===== src/rtl/mem_wb_stage_pkg.sv =====
// Shared load-type codes and writeback state encoding
// for the MEM->WB stage of the MIPS core.
package mem_wb_stage_pkg;

    localparam int LTW = 3;

    localparam logic [LTW-1:0] LT_LW  = 3'd0;
    localparam logic [LTW-1:0] LT_LB  = 3'd1;
    localparam logic [LTW-1:0] LT_LBU = 3'd2;
    localparam logic [LTW-1:0] LT_LH  = 3'd3;
    localparam logic [LTW-1:0] LT_LHU = 3'd4;
    localparam logic [LTW-1:0] LT_LWL = 3'd5;
    localparam logic [LTW-1:0] LT_LWR = 3'd6;

    typedef enum logic [1:0] {
        WB_EMPTY,
        WB_READY,
        WB_WAIT,
        WB_DRAIN
    } wb_state_e;

endpackage


===== src/rtl/mem_wb_stage_load_align.sv =====
// Load data alignment: byte/half extraction with
// sign/zero extension and LWL/LWR merge with old rt.
module load_align
    import mem_wb_stage_pkg::*;
#(
    parameter int DW = 32
) (
    input  logic [LTW-1:0] load_type,
    input  logic [1:0]     off,
    input  logic [DW-1:0]  rdata,
    input  logic [DW-1:0]  rt_val,
    output logic [DW-1:0]  result
);

    logic [7:0]  byte_v;
    logic [15:0] half_v;

    always_comb begin
        byte_v = rdata[{off, 3'b000} +: 8];
        half_v = off[1] ? rdata[31:16] : rdata[15:0];
        result = rdata;
        case (load_type)
            LT_LB:  result = {{24{byte_v[7]}}, byte_v};
            LT_LBU: result = {24'd0, byte_v};
            LT_LH:  result = {{16{half_v[15]}}, half_v};
            LT_LHU: result = {16'd0, half_v};
            LT_LWL: begin
                case (off)
                    2'd0: result = {rdata[7:0], rt_val[23:0]};
                    2'd1: result = {rdata[15:0], rt_val[15:0]};
                    2'd2: result = {rdata[23:0], rt_val[7:0]};
                    default: result = rdata;
                endcase
            end
            LT_LWR: begin
                case (off)
                    2'd1: result = {rt_val[31:24], rdata[31:8]};
                    2'd2: result = {rt_val[31:16], rdata[31:16]};
                    2'd3: result = {rt_val[31:8], rdata[31:24]};
                    default: result = rdata;
                endcase
            end
            default: result = rdata;
        endcase
    end

endmodule


===== src/rtl/mem_wb_stage.sv =====
// MEM->WB pipeline register and writeback: holds loads
// until the read response, drives regfile and trace bus.
module mem_wb_stage
    import mem_wb_stage_pkg::*;
#(
    parameter int DW = 32
) (
    input  logic           clock,
    input  logic           reset,
    input  logic           valid_m,
    input  logic           reg_write_m,
    input  logic           mem_to_reg_m,
    input  logic [4:0]     write_reg_m,
    input  logic [DW-1:0]  alu_out_m,
    input  logic [LTW-1:0] load_type_m,
    input  logic [DW-1:0]  rt_val_m,
    input  logic [DW-1:0]  pc_m,
    input  logic           flush_m,
    input  logic           req_issued_m,
    input  logic           data_ok,
    input  logic [DW-1:0]  rdata,
    output logic           stall_w,
    output logic           RegWriteW,
    output logic [4:0]     WriteRegW,
    output logic [DW-1:0]  ResultW,
    output logic [DW-1:0]  debug_wb_pc,
    output logic [3:0]     debug_wb_rf_wen,
    output logic [4:0]     debug_wb_rf_wnum,
    output logic [DW-1:0]  debug_wb_rf_wdata
);

    wb_state_e      state_q;
    logic           reg_write_q;
    logic [4:0]     write_reg_q;
    logic [DW-1:0]  alu_out_q;
    logic [LTW-1:0] load_type_q;
    logic [DW-1:0]  rt_val_q;
    logic [DW-1:0]  pc_q;
    logic [DW-1:0]  load_data;
    logic           wen_ok;
    logic           busy;

    load_align #(.DW(DW)) u_align (
        .load_type (load_type_q),
        .off       (alu_out_q[1:0]),
        .rdata     (rdata),
        .rt_val    (rt_val_q),
        .result    (load_data)
    );

    assign wen_ok = reg_write_q & (write_reg_q != 5'd0);
    assign busy   = (state_q == WB_WAIT)
                  | (state_q == WB_DRAIN);

    always_comb begin
        stall_w   = busy & ~data_ok;
        RegWriteW = wen_ok
                  & ((state_q == WB_READY)
                  | ((state_q == WB_WAIT) & data_ok));
        WriteRegW = write_reg_q;
        ResultW   = (state_q == WB_WAIT) ? load_data
                                         : alu_out_q;
    end

    assign debug_wb_pc       = pc_q;
    assign debug_wb_rf_wen   = RegWriteW ? 4'hf : 4'h0;
    assign debug_wb_rf_wnum  = WriteRegW;
    assign debug_wb_rf_wdata = ResultW;

    // Killed loads with an issued request park in DRAIN so the
    // stale response is not taken by the next load.
    always_ff @(posedge clock) begin
        if (!reset) begin
            state_q     <= WB_EMPTY;
            reg_write_q <= 1'b0;
            write_reg_q <= 5'd0;
            alu_out_q   <= '0;
            load_type_q <= '0;
            rt_val_q    <= '0;
            pc_q        <= '0;
        end else if (!stall_w) begin
            reg_write_q <= reg_write_m;
            write_reg_q <= write_reg_m;
            alu_out_q   <= alu_out_m;
            load_type_q <= load_type_m;
            rt_val_q    <= rt_val_m;
            pc_q        <= pc_m;
            if (valid_m && !flush_m)
                state_q <= mem_to_reg_m ? WB_WAIT : WB_READY;
            else if (flush_m && req_issued_m && mem_to_reg_m)
                state_q <= WB_DRAIN;
            else
                state_q <= WB_EMPTY;
        end
    end

endmodule


===== config.mk =====
export PLATFORM = sky130hd
export DESIGN_NAME = mem_wb_stage
export DESIGN_NICKNAME = d
export VERILOG_FILES = /design/src/rtl/mem_wb_stage_pkg.sv /design/src/rtl/mem_wb_stage_load_align.sv /design/src/rtl/mem_wb_stage.sv
export SDC_FILE = /design/constraint.sdc
export NUM_CORES = 1
export LEC_CHECK = 0
export CELL_PAD_IN_SITES_DETAIL_PLACEMENT = 0
export CELL_PAD_IN_SITES_GLOBAL_PLACEMENT = 2
export CORE_MARGIN = 4
export CORE_UTILIZATION = 26
export CTS_CLUSTER_SIZE = 14
export DETAILED_ROUTE_END_ITERATION = 16
export PLACE_DENSITY = 0.92
export SYNTH_ARGS = -nofsm -noshare
export SYNTH_HDL_FRONTEND = slang
export SYNTH_SLANG_ARGS = --single-unit
export TNS_END_PERCENT = 50

===== constraint.sdc =====
create_clock -name clock -period 5.7 [get_ports clock]
set_input_delay 0.855 -clock clock [delete_from_list [all_inputs] [get_ports clock]]
set_output_delay 0.855 -clock clock [all_outputs]
set_load 0.02 [all_outputs]

==> impl_metrics.yaml <==
run_status:
  status: "completed"
route:
  wl_per_cell_microns: 19.3
  drt_wl_total_mm: 26.2
  avgViaCountPerCell: 4.94
  drt_pass1_iterations: 4
  drc: 0
  initialDrtViolationCount: 416
  ant_nets: 0
  vias: 6694
clock_network:
  cts_resized: 0
  clk_latency_ns: 0.38
  post_cts_buffers: 0
  cts_hold_buffers: 0
  cts-root-buf: "clkbuf_16"
  cts_tree: "done"
  cts.sink_count: 107
  clk_path_buf_depth: 2
  htreeDepth: 3
  clkSlewWorstSetupHoldPaths_ns: 0.07
  cts_inserted_buffers: 9
placed_design:
  gp_congestion: 0.865
  dp_hpwl_mm: 19.3
  numPortBuffers: 255
  dpl_cell_area_sq_mm: 0.00906
min_path:
  hold_depth: 2
  hp-class: "reg -> reg"
  holdPathEnd: "rt_val_q[24]$_SDFFE_PN0N_"
  min_from: "rt_val_q[24]$_SDFFE_PN0N_"
synthesis:
  synth-edff-count: 0
  synthArstFlopShare_pct: 0
  synth_nets: 1004
  ys_types: 52
  syn_area_per_cell_sq_um: 7.77
  netlist_instances: 860
  synth_seq_area_share_pct: 32.1
  synthXorXnorAreaFrac_pct: 0.131
  synth_area_sq_mm: 0.00668
  synth_top_family_by_area: "compound AO/OA/AOI/OAI gates"
  synthAdderAreaFrac_pct: 0
  ys_warn_count: 0
  ys_seq_elements: 107
  synth_mux_area_share_pct: 9.72
  synth_ff_type: "dfxtp_1"
  yosys.area_share.simple_pct: 19.7
  synth_compound_area_share_pct: 28.2
setup_path:
  cp-end-kind: "output port"
  worstPathCellList: "clkdlybuf4s50_1 > mux2_2 > o221ai_1 > nor3b_2 > a31oi_1 > clkdlybuf4s50_1"
  ff2ff_path_depth: 5
  path_class: "in -> out"
  cpMostUsedCell: "clkdlybuf4s50_1"
  r2r_setup_slack_ns: 3.41
  crit_fanout: 8
  r2r-end: "rt_val_q[7]$_SDFFE_PN0N_"
  regToRegStartpoint: "state_q[1]$_SDFFE_PN0N_"
  critical_path_arrival_ns: 3.51
  start_kind: "input pin"
  cpPeakStageDelay_ns: 0.72
  slowest_stage: "nor3b_2"
  crit_required_ns: 4.85
grt:
  grt_pass1_wl_mm: 39.5
  grt_overflow: 0
  track_usage_pct: 17.9
  grt_start_max_net_pins: 81
  antenna_found_initial: 4
  grt_pass1_vias: 6630
floorplanning:
  ioPinCount: 256
  core-area_sq_mm: 0.0253
  die_area_sq_mm: 0.0283
  die_width_microns: 168
  start_util_pct: 26.4
  die_y_microns: 168
  rows: 58
timing:
  fin_setup_tns_ns: 0
  rsz0062_at_grt: "no"
  hold_viol: 0
  min_period_ns: 4.37
  tightest_slew_ns: 1.13
  relSlewSlack_pct: 24.6
  period_share_pct: 76.6
  fin_skew_ns: 0.0226
  slew_viol_final: 0
  fmax_ghz: 0.229
  setup_viol: 0
layout:
  final_cell_mix: "clkdlybuf4s50_1 (254), nand2_1 (247), dfxtp_1 (105), a21boi_0 (105), mux2i_1 (39)"
  layout_commonest_cell: "clkdlybuf4s50_1"
  drive_above_1_share_pct: 6.24
  fin_area_sq_mm: 0.00937
  area_delta_synth_final_pct: 40.2
  fin_nets: 1164
pwr:
  p_per_area_mw_per_mm2: 226
  ir_drop_uv: 165
  power.leakage_nw: 3.45
job:
  max_cap_viol_count: 0
## power breakdown
| part | internal [mW] | leakage (nW) | switching, mW |
|---|---|---|---|
| clock | 0.314 | 0.148 | 0.344 |
| combinational | 0.311 | 2.41 | 0.308 |
| sequential | 0.794 | 0.892 | 0.0464 |
## sequential cells by signal (all words and copies together) (netlist names)
name         count
WriteRegW        5
reg_write_q      1
state_q          2
alu_out_q       32
debug_wb_pc     32
rt_val_q        32
load_type_q      3
## worst max-delay path by stage
| stage | start | to | slack [ns] | cells after the start |
|---|---|---|---|---|
| 2_1_floorplan | rdata[25] | debug_wb_rf_wdata[1] | 2.61 | 5 |
| 3_3_place_gp | rdata[15] | ResultW[24] | 1.35 | 6 |
| 3_5_place_dp | rdata[15] | ResultW[11] | 1.32 | 6 |
| 4_1_cts | alu_out_q[1]$_SDFFE_PN0N_ | ResultW[1] | 1.32 | 6 |
| 5_1_grt | rdata[15] | ResultW[24] | 1.14 | 6 |
| 6_report | rdata[15] | ResultW[10] | 1.33 | 6 |
## metrics by stage
stage	setup WS (ns)	cells	utilization, %	power [mW]	hold slack (ns)
4_1_cts	1.32	1355	37.1	2.15	0.469
5_1_grt	1.14	1356	37.1	2.22	0.490
2_1_floorplan	2.61	860	-	1.20	0.436
6_report	1.33	1356	37.1	2.12	0.466
3_3_place_gp	1.35	1339	35.9	1.48	0.448
3_5_place_dp	1.32	1339	35.9	1.48	0.457
## metal layers
layer,track usage [%],routed length [microns],vias to the layer above
met4,5.22,633,6
met1,22.1,11100,3125
met3,5.26,1960,35
met5,0,43,-
li1,-,-,3295
met2,30.2,12500,233
## kinds of logic after synthesis
family,Yosys count
multiplexers,59
AND/OR/NAND/NOR,311
buffers and inverters,118
flip-flops,107
XOR/XNOR,1
AO/OA/AOI/OAI,264
## layout make-up
| type | instances | area (sq um) |
|---|---|---|
| repair buffers | 264 | 2620 |
| clock inverters | 7 | 78.8 |
| well taps | 330 | 413 |
| multi-input cells | 635 | 3870 |
| inverters | 3 | 12.5 |
| diodes | 1 | 2.50 |
| flip-flops and latches | 107 | 2150 |
| clock buffers | 9 | 225 |
| fillers | 2648 | 15900 |
## Yosys cell counts, types with 9 or more instances
master | number | area share [%]
dfxtp_1 | 107 | 32
mux2_2 | 15 | 2.5
o22ai_1 | 34 | 3.2
a21oi_1 | 37 | 2.8
a31oi_1 | 9 | 0.84
nand2_1 | 247 | 14
nor2b_1 | 11 | 1.0
mux2i_1 | 39 | 5.8
nand2b_1 | 12 | 1.1
buf_2 | 18 | 1.3
buf_4 | 49 | 5.5
a21boi_0 | 105 | 12
nor2_1 | 9 | 0.51
o21ai_0 | 14 | 1.0
a32oi_1 | 12 | 1.6
o211ai_1 | 11 | 1.2
clkbuf_1 | 39 | 2.2
## critical path: cells and delay by family
family	cells	cell delay, ns
muxes	1	0.36
buffers and inverters	2	1.12
AOI/OAI and AO/OA	2	0.44
and+or+nand+nor	1	0.72
Note: power is estimated with default switching activity, not from simulation.
